==> src/rtl/spi_mem_master.sv <==
// SPI mode-0 master for a serial memory: one command/24-bit-address/data frame per request.
// Build option SPI_FAST_READ_EN switches reads to the 0x0B fast-read frame with one dummy byte.
module spi_mem_master #(
   parameter int unsigned CLK_DIV    = 4,
   parameter int unsigned ADDR_WIDTH = 20,
   parameter int unsigned DATA_WIDTH = 8
) (
   input  logic                  clk,
   input  logic                  reset,
   input  logic                  req_we,
   input  logic                  req_re,
   input  logic [ADDR_WIDTH-1:0] req_addr,
   input  logic [DATA_WIDTH-1:0] req_wdata,
   output logic [DATA_WIDTH-1:0] rdata,
   output logic                  busy,
   output logic                  done,
   output logic                  spi_sck,
   output logic                  spi_cs_n,
   output logic                  spi_mosi,
   input  logic                  spi_miso
);

   localparam int unsigned CNT_W   = 9;
   localparam int unsigned BIT_W   = 6;
   localparam int unsigned FRAME_W = 48;

   localparam logic [7:0]       CMD_WRITE  = 8'h02;
   localparam logic [BIT_W-1:0] WRITE_BITS = 6'd40;
`ifdef SPI_FAST_READ_EN
   localparam logic [7:0]       CMD_READ   = 8'h0B;
   localparam logic [BIT_W-1:0] READ_BITS  = 6'd48;
`else
   localparam logic [7:0]       CMD_READ   = 8'h03;
   localparam logic [BIT_W-1:0] READ_BITS  = 6'd40;
`endif

   localparam logic [CNT_W-1:0] HALF_LAST = CNT_W'(CLK_DIV - 1);
   localparam logic [CNT_W-1:0] FULL_LAST = CNT_W'(2 * CLK_DIV - 1);

   typedef enum logic [1:0] {
      IDLE,
      CS_SETUP,
      SHIFT,
      CS_HOLD
   } state_t;

   state_t               state, state_d;
   logic [CNT_W-1:0]     cnt, cnt_d;
   logic [BIT_W-1:0]     bit_cnt, bit_cnt_d;
   logic [BIT_W-1:0]     frame_bits, frame_bits_d;
   logic                 is_read, is_read_d;
   logic [FRAME_W-1:0]   shreg, shreg_d;
   logic [7:0]           rx, rx_d;
   logic                 sck_d, cs_n_d, busy_d, done_d;
   logic [DATA_WIDTH-1:0] rdata_d;
   logic [23:0]          addr24;
   logic [FRAME_W-1:0]   wr_frame, rd_frame;

   // Frames are left-aligned so the unused tail of a 40-bit frame shifts out as zeros.
   always_comb begin
      addr24   = 24'(req_addr);
      wr_frame = {CMD_WRITE, addr24, 8'(req_wdata), 8'h00};
      rd_frame = {CMD_READ, addr24, 16'h0000};
   end

   assign spi_mosi = shreg[FRAME_W-1];

   always_comb begin
      state_d      = state;
      cnt_d        = cnt;
      bit_cnt_d    = bit_cnt;
      frame_bits_d = frame_bits;
      is_read_d    = is_read;
      shreg_d      = shreg;
      rx_d         = rx;
      sck_d        = spi_sck;
      cs_n_d       = spi_cs_n;
      busy_d       = busy;
      done_d       = 1'b0;
      rdata_d      = rdata;

      case (state)
         IDLE: begin
            // Write wins when both request strobes are raised together.
            if (req_we || req_re) begin
               state_d      = CS_SETUP;
               cnt_d        = '0;
               bit_cnt_d    = '0;
               cs_n_d       = 1'b0;
               busy_d       = 1'b1;
               is_read_d    = !req_we;
               shreg_d      = req_we ? wr_frame : rd_frame;
               frame_bits_d = req_we ? WRITE_BITS : READ_BITS;
            end
         end

         CS_SETUP: begin
            if (cnt == HALF_LAST) begin
               state_d = SHIFT;
               cnt_d   = '0;
            end else begin
               cnt_d = cnt + CNT_W'(1);
            end
         end

         SHIFT: begin
            if (cnt == HALF_LAST) begin
               sck_d = 1'b1;
               rx_d  = {rx[6:0], spi_miso};
               cnt_d = cnt + CNT_W'(1);
            end else if (cnt == FULL_LAST) begin
               sck_d   = 1'b0;
               cnt_d   = '0;
               shreg_d = {shreg[FRAME_W-2:0], 1'b0};
               if (bit_cnt == frame_bits - BIT_W'(1)) begin
                  state_d   = CS_HOLD;
                  bit_cnt_d = '0;
               end else begin
                  bit_cnt_d = bit_cnt + BIT_W'(1);
               end
            end else begin
               cnt_d = cnt + CNT_W'(1);
            end
         end

         CS_HOLD: begin
            if (cnt == HALF_LAST) begin
               state_d = IDLE;
               cnt_d   = '0;
               cs_n_d  = 1'b1;
               busy_d  = 1'b0;
               done_d  = 1'b1;
               if (is_read) begin
                  rdata_d = DATA_WIDTH'(rx);
               end
            end else begin
               cnt_d = cnt + CNT_W'(1);
            end
         end

         default: begin
            state_d = IDLE;
         end
      endcase
   end

   always_ff @(posedge clk) begin
      if (reset) begin
         state      <= IDLE;
         cnt        <= '0;
         bit_cnt    <= '0;
         frame_bits <= '0;
         is_read    <= 1'b0;
         shreg      <= '0;
         rx         <= '0;
         spi_sck    <= 1'b0;
         spi_cs_n   <= 1'b1;
         busy       <= 1'b0;
         done       <= 1'b0;
         rdata      <= '0;
      end else begin
         state      <= state_d;
         cnt        <= cnt_d;
         bit_cnt    <= bit_cnt_d;
         frame_bits <= frame_bits_d;
         is_read    <= is_read_d;
         shreg      <= shreg_d;
         rx         <= rx_d;
         spi_sck    <= sck_d;
         spi_cs_n   <= cs_n_d;
         busy       <= busy_d;
         done       <= done_d;
         rdata      <= rdata_d;
      end
   end

endmodule

==> config.mk <==
export PLATFORM = sky130hd
export DESIGN_NAME = spi_mem_master
export DESIGN_NICKNAME = d
export VERILOG_FILES = /design/src/rtl/spi_mem_master.sv
export SDC_FILE = /design/constraint.sdc
export NUM_CORES = 1
export LEC_CHECK = 0
export ABC_AREA = 1
export BUFFER_PORTS_ARGS = -buffer_cell sky130_fd_sc_hd__buf_4
export CAP_MARGIN = 40
export CORE_MARGIN = 2
export CORE_UTILIZATION = 40
export CTS_CLUSTER_SIZE = 30
export DETAILED_ROUTE_END_ITERATION = 7
export MAX_ROUTING_LAYER = met4
export SLEW_MARGIN = 20
export SYNTH_ARGS = -nofsm -noshare
export SYNTH_HDL_FRONTEND = slang
export SYNTH_SLANG_ARGS = --single-unit
==> constraint.sdc <==
create_clock -name clk -period 2.8 [get_ports clk]
set_input_delay 0.14 -clock clk [delete_from_list [all_inputs] [get_ports clk]]
set_output_delay 0.14 -clock clk [all_outputs]
set_load 0.02 [all_outputs]
Yosys cells after proc, flatten, opt, wreduce, memory -nomap -nowiden

Cells that the tools add are included.

Add/subtract/negate cells: 3
Equal/unequal tests: 12
Multiplexer cells: 31
Bitwise gates (word level): 1
Reductions and logical operators: 15

Operator list:

| operator                                                           | count |
|---|---|
| 48-bit two-way mux                                                 | 3 |
| 48-bit case mux with 2 select lines                                | 1 |
| 41-bit two-way mux                                                 | 1 |
| 9-bit two-way mux                                                  | 4 |
| 9-bit case mux with 3 select lines                                 | 1 |
| 6-bit two-way mux                                                  | 4 |
| 2-bit two-way mux                                                  | 6 |
| 2-bit inequality test, second input constant                       | 6 |
| 6-bit case mux with 2 select lines                                 | 1 |
| 9-bit by 1-bit adder with 9-bit output, second input constant      | 1 |
| 9-bit by 2-bit == test with 1-bit output, second input constant    | 1 |
| 9-bit by 3-bit == test with 1-bit output, second input constant    | 1 |
| 2-bit case mux with 4 select lines                                 | 1 |
| 1-bit two-way mux                                                  | 7 |
| 6-bit by 1-bit adder with 6-bit output, second input constant      | 1 |
| 6-bit == test                                                      | 1 |
| 2-bit AND reduction                                                | 3 |
| 3-bit AND reduction                                                | 2 |
| 6-bit AND reduction                                                | 1 |
| 2-bit nonzero test                                                 | 3 |
| 6-bit by 1-bit subtractor with 6-bit output, second input constant | 1 |
| 2-bit == test, second input constant                               | 2 |
| 1-bit case mux with 2 select lines                                 | 2 |
| 4-bit AND reduction                                                | 1 |
| 6 further kinds                                                    | 7 |

Register bits: 87
Bits of input ports: 33
Output and inout bits: 13
Logic and storage cells: 74

Longest topological paths before layout

Depth in word-level cells: 6
Depth in mapped cells: 13
Mapped depth without buffers: 12

Worst setup path after synthesis

OpenSTA, ideal clock, no wires.

Path type: register -> register
From: register state[0]
To: register bit_cnt[4]
Setup time: 129 ps
Arrival time: 1489 ps
Required time: 2671 ps
Setup slack: 1182 ps
Cell stages (with the launch flop): 11
Buffers on the path: 2
Period minus slack after synthesis: 1618 ps
Cells stage by stage: dfxtp_1 > inv_1 > ha_1 > buf_2 > inv_2 > nand2_1 > nand2_4 > nand2_4 > buf_2 > o21ai_0 > nor2_1

Word-level cells in the longest chain between the ends: 3
Elaborated cells between the ends (all ways): 8
Those cells by class: eq/ne (4); mux (1); reduce/logical (3)

RTL lines:

| item                                                                  | line | RTL |
|---|---|---|
| from (decl)                                                           | 47   | `state_t state, state_d;` |
| from (signal assigned)                                                | 162  | `state <= state_d;` |
| 2-bit == test or 2-bit zero test (tied branches)                      | 82   | `case (state)` |
| 2-bit inequality test (no line) or 2-bit nonzero test (tied branches) | --   |  |
| 4-bit AND reduction (no line)                                         | --   |  |
| to (signal assigned)                                                  | 164  | `bit_cnt <= bit_cnt_d;` |
| to (decl)                                                             | 49   | `logic [BIT_W-1:0] bit_cnt, bit_cnt_d;` |

Several ways; a longest one is shown, not always the timed one.
A chain may end at the register's enable or synchronous reset.

Worst setup path after layout

From: register state[0]
To: register shreg[42]

Word-level cells in the longest chain between the ends: 3
Elaborated cells between the ends (all ways): 8
Those cells by class: eq/ne (4); mux (1); reduce/logical (3)

RTL lines:

| item                                                                  | line | RTL |
|---|---|---|
| 2-bit == test or 2-bit zero test (tied branches)                      | 82   |  |
| 2-bit inequality test (no line) or 2-bit nonzero test (tied branches) | --   |  |
| 4-bit AND reduction (no line)                                         | --   |  |
| to (signal assigned)                                                  | 167  | `shreg <= shreg_d;` |
| to (decl)                                                             | 52   | `logic [FRAME_W-1:0] shreg, shreg_d;` |

Several ways; a longest one is shown, not always the timed one.

==> flow_summary.yaml <==
drt:
  ant_nets: 0
  routed_wl_um: 7760
  drt_iter0_markers: 161
  drtPass1Iterations: 4
  route.detailed.drc: 0
  vias: 3352
  wl_per_cell_um: 11.3
  vias_per_cell: 4.86
worst_setup_path:
  crit_family: "buffers and inverters"
  path_class: "reg2reg"
  cp-end-kind: "flip-flop"
  crit_chain: "inv_1, ha_1, inv_2, nor3_2, inv_1, nand2_4, inv_6, nand2_1, nand2_1, nor2_1"
  crit_buf_inv: 4
  worst-r2r-cell-count: 10
  crit_arrival_ns: 2.39
  critPathRequiredTime_ns: 3.04
  timing.rr.end: "shreg[42]"
  worst_setup_path_start_kind: "flip-flop"
  critPathMaxStageDelay_ns: 0.39
  r2r-start: "state[0]"
  crit_fanout: 55
  regToRegSetupSlack_ns: 0.65
  worst_path_max_delay_cell: "dfxtp_1"
clock_tree:
  cts_made_buffers: 9
  cts_num_sinks: 79
  cts_resized: 0
  postCtsHoldBufs: 0
  cts.path.max_buffers: 2
  cts_tree: "built"
  root_buffer: "clkbuf_8"
  cts_max_level: 3
  postCtsSetupBuffers: 0
  clk_latency_ns: 0.34
  path_clk_slew_ns: 0.08
grt:
  grt_pass1_vias: 3142
  overflow: 0
  grt_antenna_before_repair: 0
  grt_usage_pct: 17.0
  grt_max_degree: 56
  grt_pass1_wl_um: 13600
logic_synthesis:
  synth_edf_count: 0
  yosysUniqueCellTypes: 27
  syn_area_mm2: 0.00366
  synth_largest_area_cell: "dfxtp_1"
  syn_inst: 540
  avgSynthCellArea_um2: 6.79
  syn_nets: 579
  synth_area_leaders: "dfxtp_1 43%, nand2_1 14%, nor2_1 13%"
  synthArstFlopShare_pct: 0
  seq_area_frac_synth_pct: 43.2
  synth_most_common_cell: "nand2_1"
  ys_ff_latch: 79
  synth_ff_type: "dfxtp_1"
  ys_warn_count: 0
  synth_commonest_cells: "136 x nand2_1, 131 x nor2_1, 79 x dfxtp_1"
  synth_top_area_share_pct: 43.2
die:
  num_rows: 34
  core_mm2: 0.00881
  die_x_um: 99.7
  start_util_pct: 41.6
  die-area_mm2: 0.00994
  pin_count: 46
  die_y_um: 99.7
power_and_ir_drop:
  intPower_w: 0.00243
  finalPower_w: 0.00425
  p_leak_nw: 1.91
  p_seq_share_pct: 37.6
  ir_drop_v: 0.000428
  p_per_area_mw_per_mm2: 1000
  pwr-share-clk_pct: 19.8
  power_frac_comb_pct: 42.6
  p_sw_w: 0.00181
  swShare_pct: 42.7
job:
  drv_cap: 0
sta:
  rsz0062_at_grt: "false"
  worst_pin_slew_ns: 0.616
  fmax_mhz: 466
  setup_viol: 0
  period_needed_ns: 2.15
  slew_violations: 0
  fin_crit_sh_pct: 76.7
  slew-limit-headroom_pct: 58.8
  tns_ns: 0
  skew_ns: 0.00554
  hold_violations: 0
hold_path:
  hold_path_class: "in2reg"
  worstHoldStart: "spi_miso"
  whs_endpoint: "rx[0]"
  min_delay_path_depth: 3
final_layout:
  antennaDiodeCount: 0
  final_cells: 690
  drive_gt1_share_pct: 14.4
  fin_nets: 616
  fillers: 903
  fin_area_mm2: 0.00424
  syn_to_final_growth_pct: 15.7
status:
  status: "completed"
placed_design:
  gp_congestion: 0.838
  dp_cells: 674
  hpwl_um: 5110
  io_buffer_count: 45
  dpl_cell_area_mm2: 0.00404
worst max-delay path by stage:
stage,from,to,slack (ns),cells after the start
after global placement,state[0],shreg[8],0.75,10
after detailed placement,state[0],shreg[42],0.66,10
after global routing,state[0],shreg[47],0.41,10
after floorplan,state[0],bit_cnt[4],1.18,10
final,state[0],shreg[42],0.65,10
after CTS,state[0],shreg[42],0.64,10
per-stage QoR:
| step | hold WS [ns] | util (%) | worst slack [ns] |
|---|---|---|---|
| after floorplan | 0.209 | - | 1.18 |
| after global routing | 0.0708 | 48.2 | 0.405 |
| after global placement | 0.378 | 45.9 | 0.748 |
| final | 0.0564 | 48.2 | 0.653 |
| after detailed placement | 0.410 | 45.9 | 0.663 |
| after CTS | 0.0491 | 48.2 | 0.642 |
flip-flops by register name (all words and copies together) (netlist names):
name	count
shreg	40
cnt	9
rdata	8
rx	8
bit_cnt	6
state	2
busy	1
done	1
frame_bits	1
is_read	1
spi_cs_n	1
spi_sck	1
cell usage in the layout, fill, tap and decap left out:
cell / n
nand2_1: 136
nor2_1: 131
dfxtp_1: 79
o21ai_0: 53
buf_4: 51
inv_1: 31
a21oi_1: 26
nand3_1: 16
clkbuf_8: 9
a22o_1: 7
ha_1: 6
nand2_2: 5
nand4_1: 5
xor2_1: 4
inv_2: 3
clkinv_4: 3
clkinv_1: 2
nand2_4: 2
a21oi_2: 2
clkinv_2: 2
nor2_4: 1
nor3_2: 1
inv_6: 1
nor2_2: 1
o21ai_2: 1
nand3b_1: 1
nor3_1: 1
bufinv_16: 1
clkinvlp_4: 1
worst register-to-register path, stage by stage (launching register included):
cell	delay [ns]
dfxtp_1	0.39
inv_1	0.08
ha_1	0.26
inv_2	0.18
nor3_2	0.06
inv_1	0.21
nand2_4	0.26
inv_6	0.40
nand2_1	0.11
nand2_1	0.08
nor2_1	0.04
layout make-up:
class | instances | area, µm² | area share [%]
multi-input combinational | 399 | 1800 | 42.4
sequential | 79 | 1580 | 37.3
timing repair buffer | 51 | 383 | 9.03
inverter | 37 | 144 | 3.39
tap | 108 | 135 | 3.19
clock buffer | 9 | 124 | 2.92
clock inverter | 7 | 73.8 | 1.74
routing by layer:
metal	vias up	global-route usage, %	routed length, µm
met1	1508	20.5	3700
met2	60	28.7	3710
met3	8	3.72	279
met4	0	4.43	81
met5	-	-	0
li1	1776	-	-
logic make-up (layout without fill, tap and decap cells):
group | after synthesis | in the layout | synth area share (%)
XOR/XNOR | 4 | 4 | 0.956
flip-flops | 79 | 79 | 43.2
adder cells (fa/ha/maj) | 6 | 6 | 2.05
AO/OA/AOI/OAI | 89 | 89 | 13.2
AND/OR/NAND/NOR | 300 | 300 | 32.9
buffers and inverters | 62 | 104 | 7.72
power groups by stage:
stage	registers [W]	clock network (W)	logic, W
5_1_grt	0.00164	0.000912	0.00212
6_report	0.00160	0.000841	0.00181
4_1_cts	0.00160	0.000871	0.00183
3_5_place_dp	0.00162	0	0.00183
3_3_place_gp	0.00161	0	0.00180
2_1_floorplan	0.00161	0	0.00158
No activity file was read; power rests on OpenSTA's default activity.
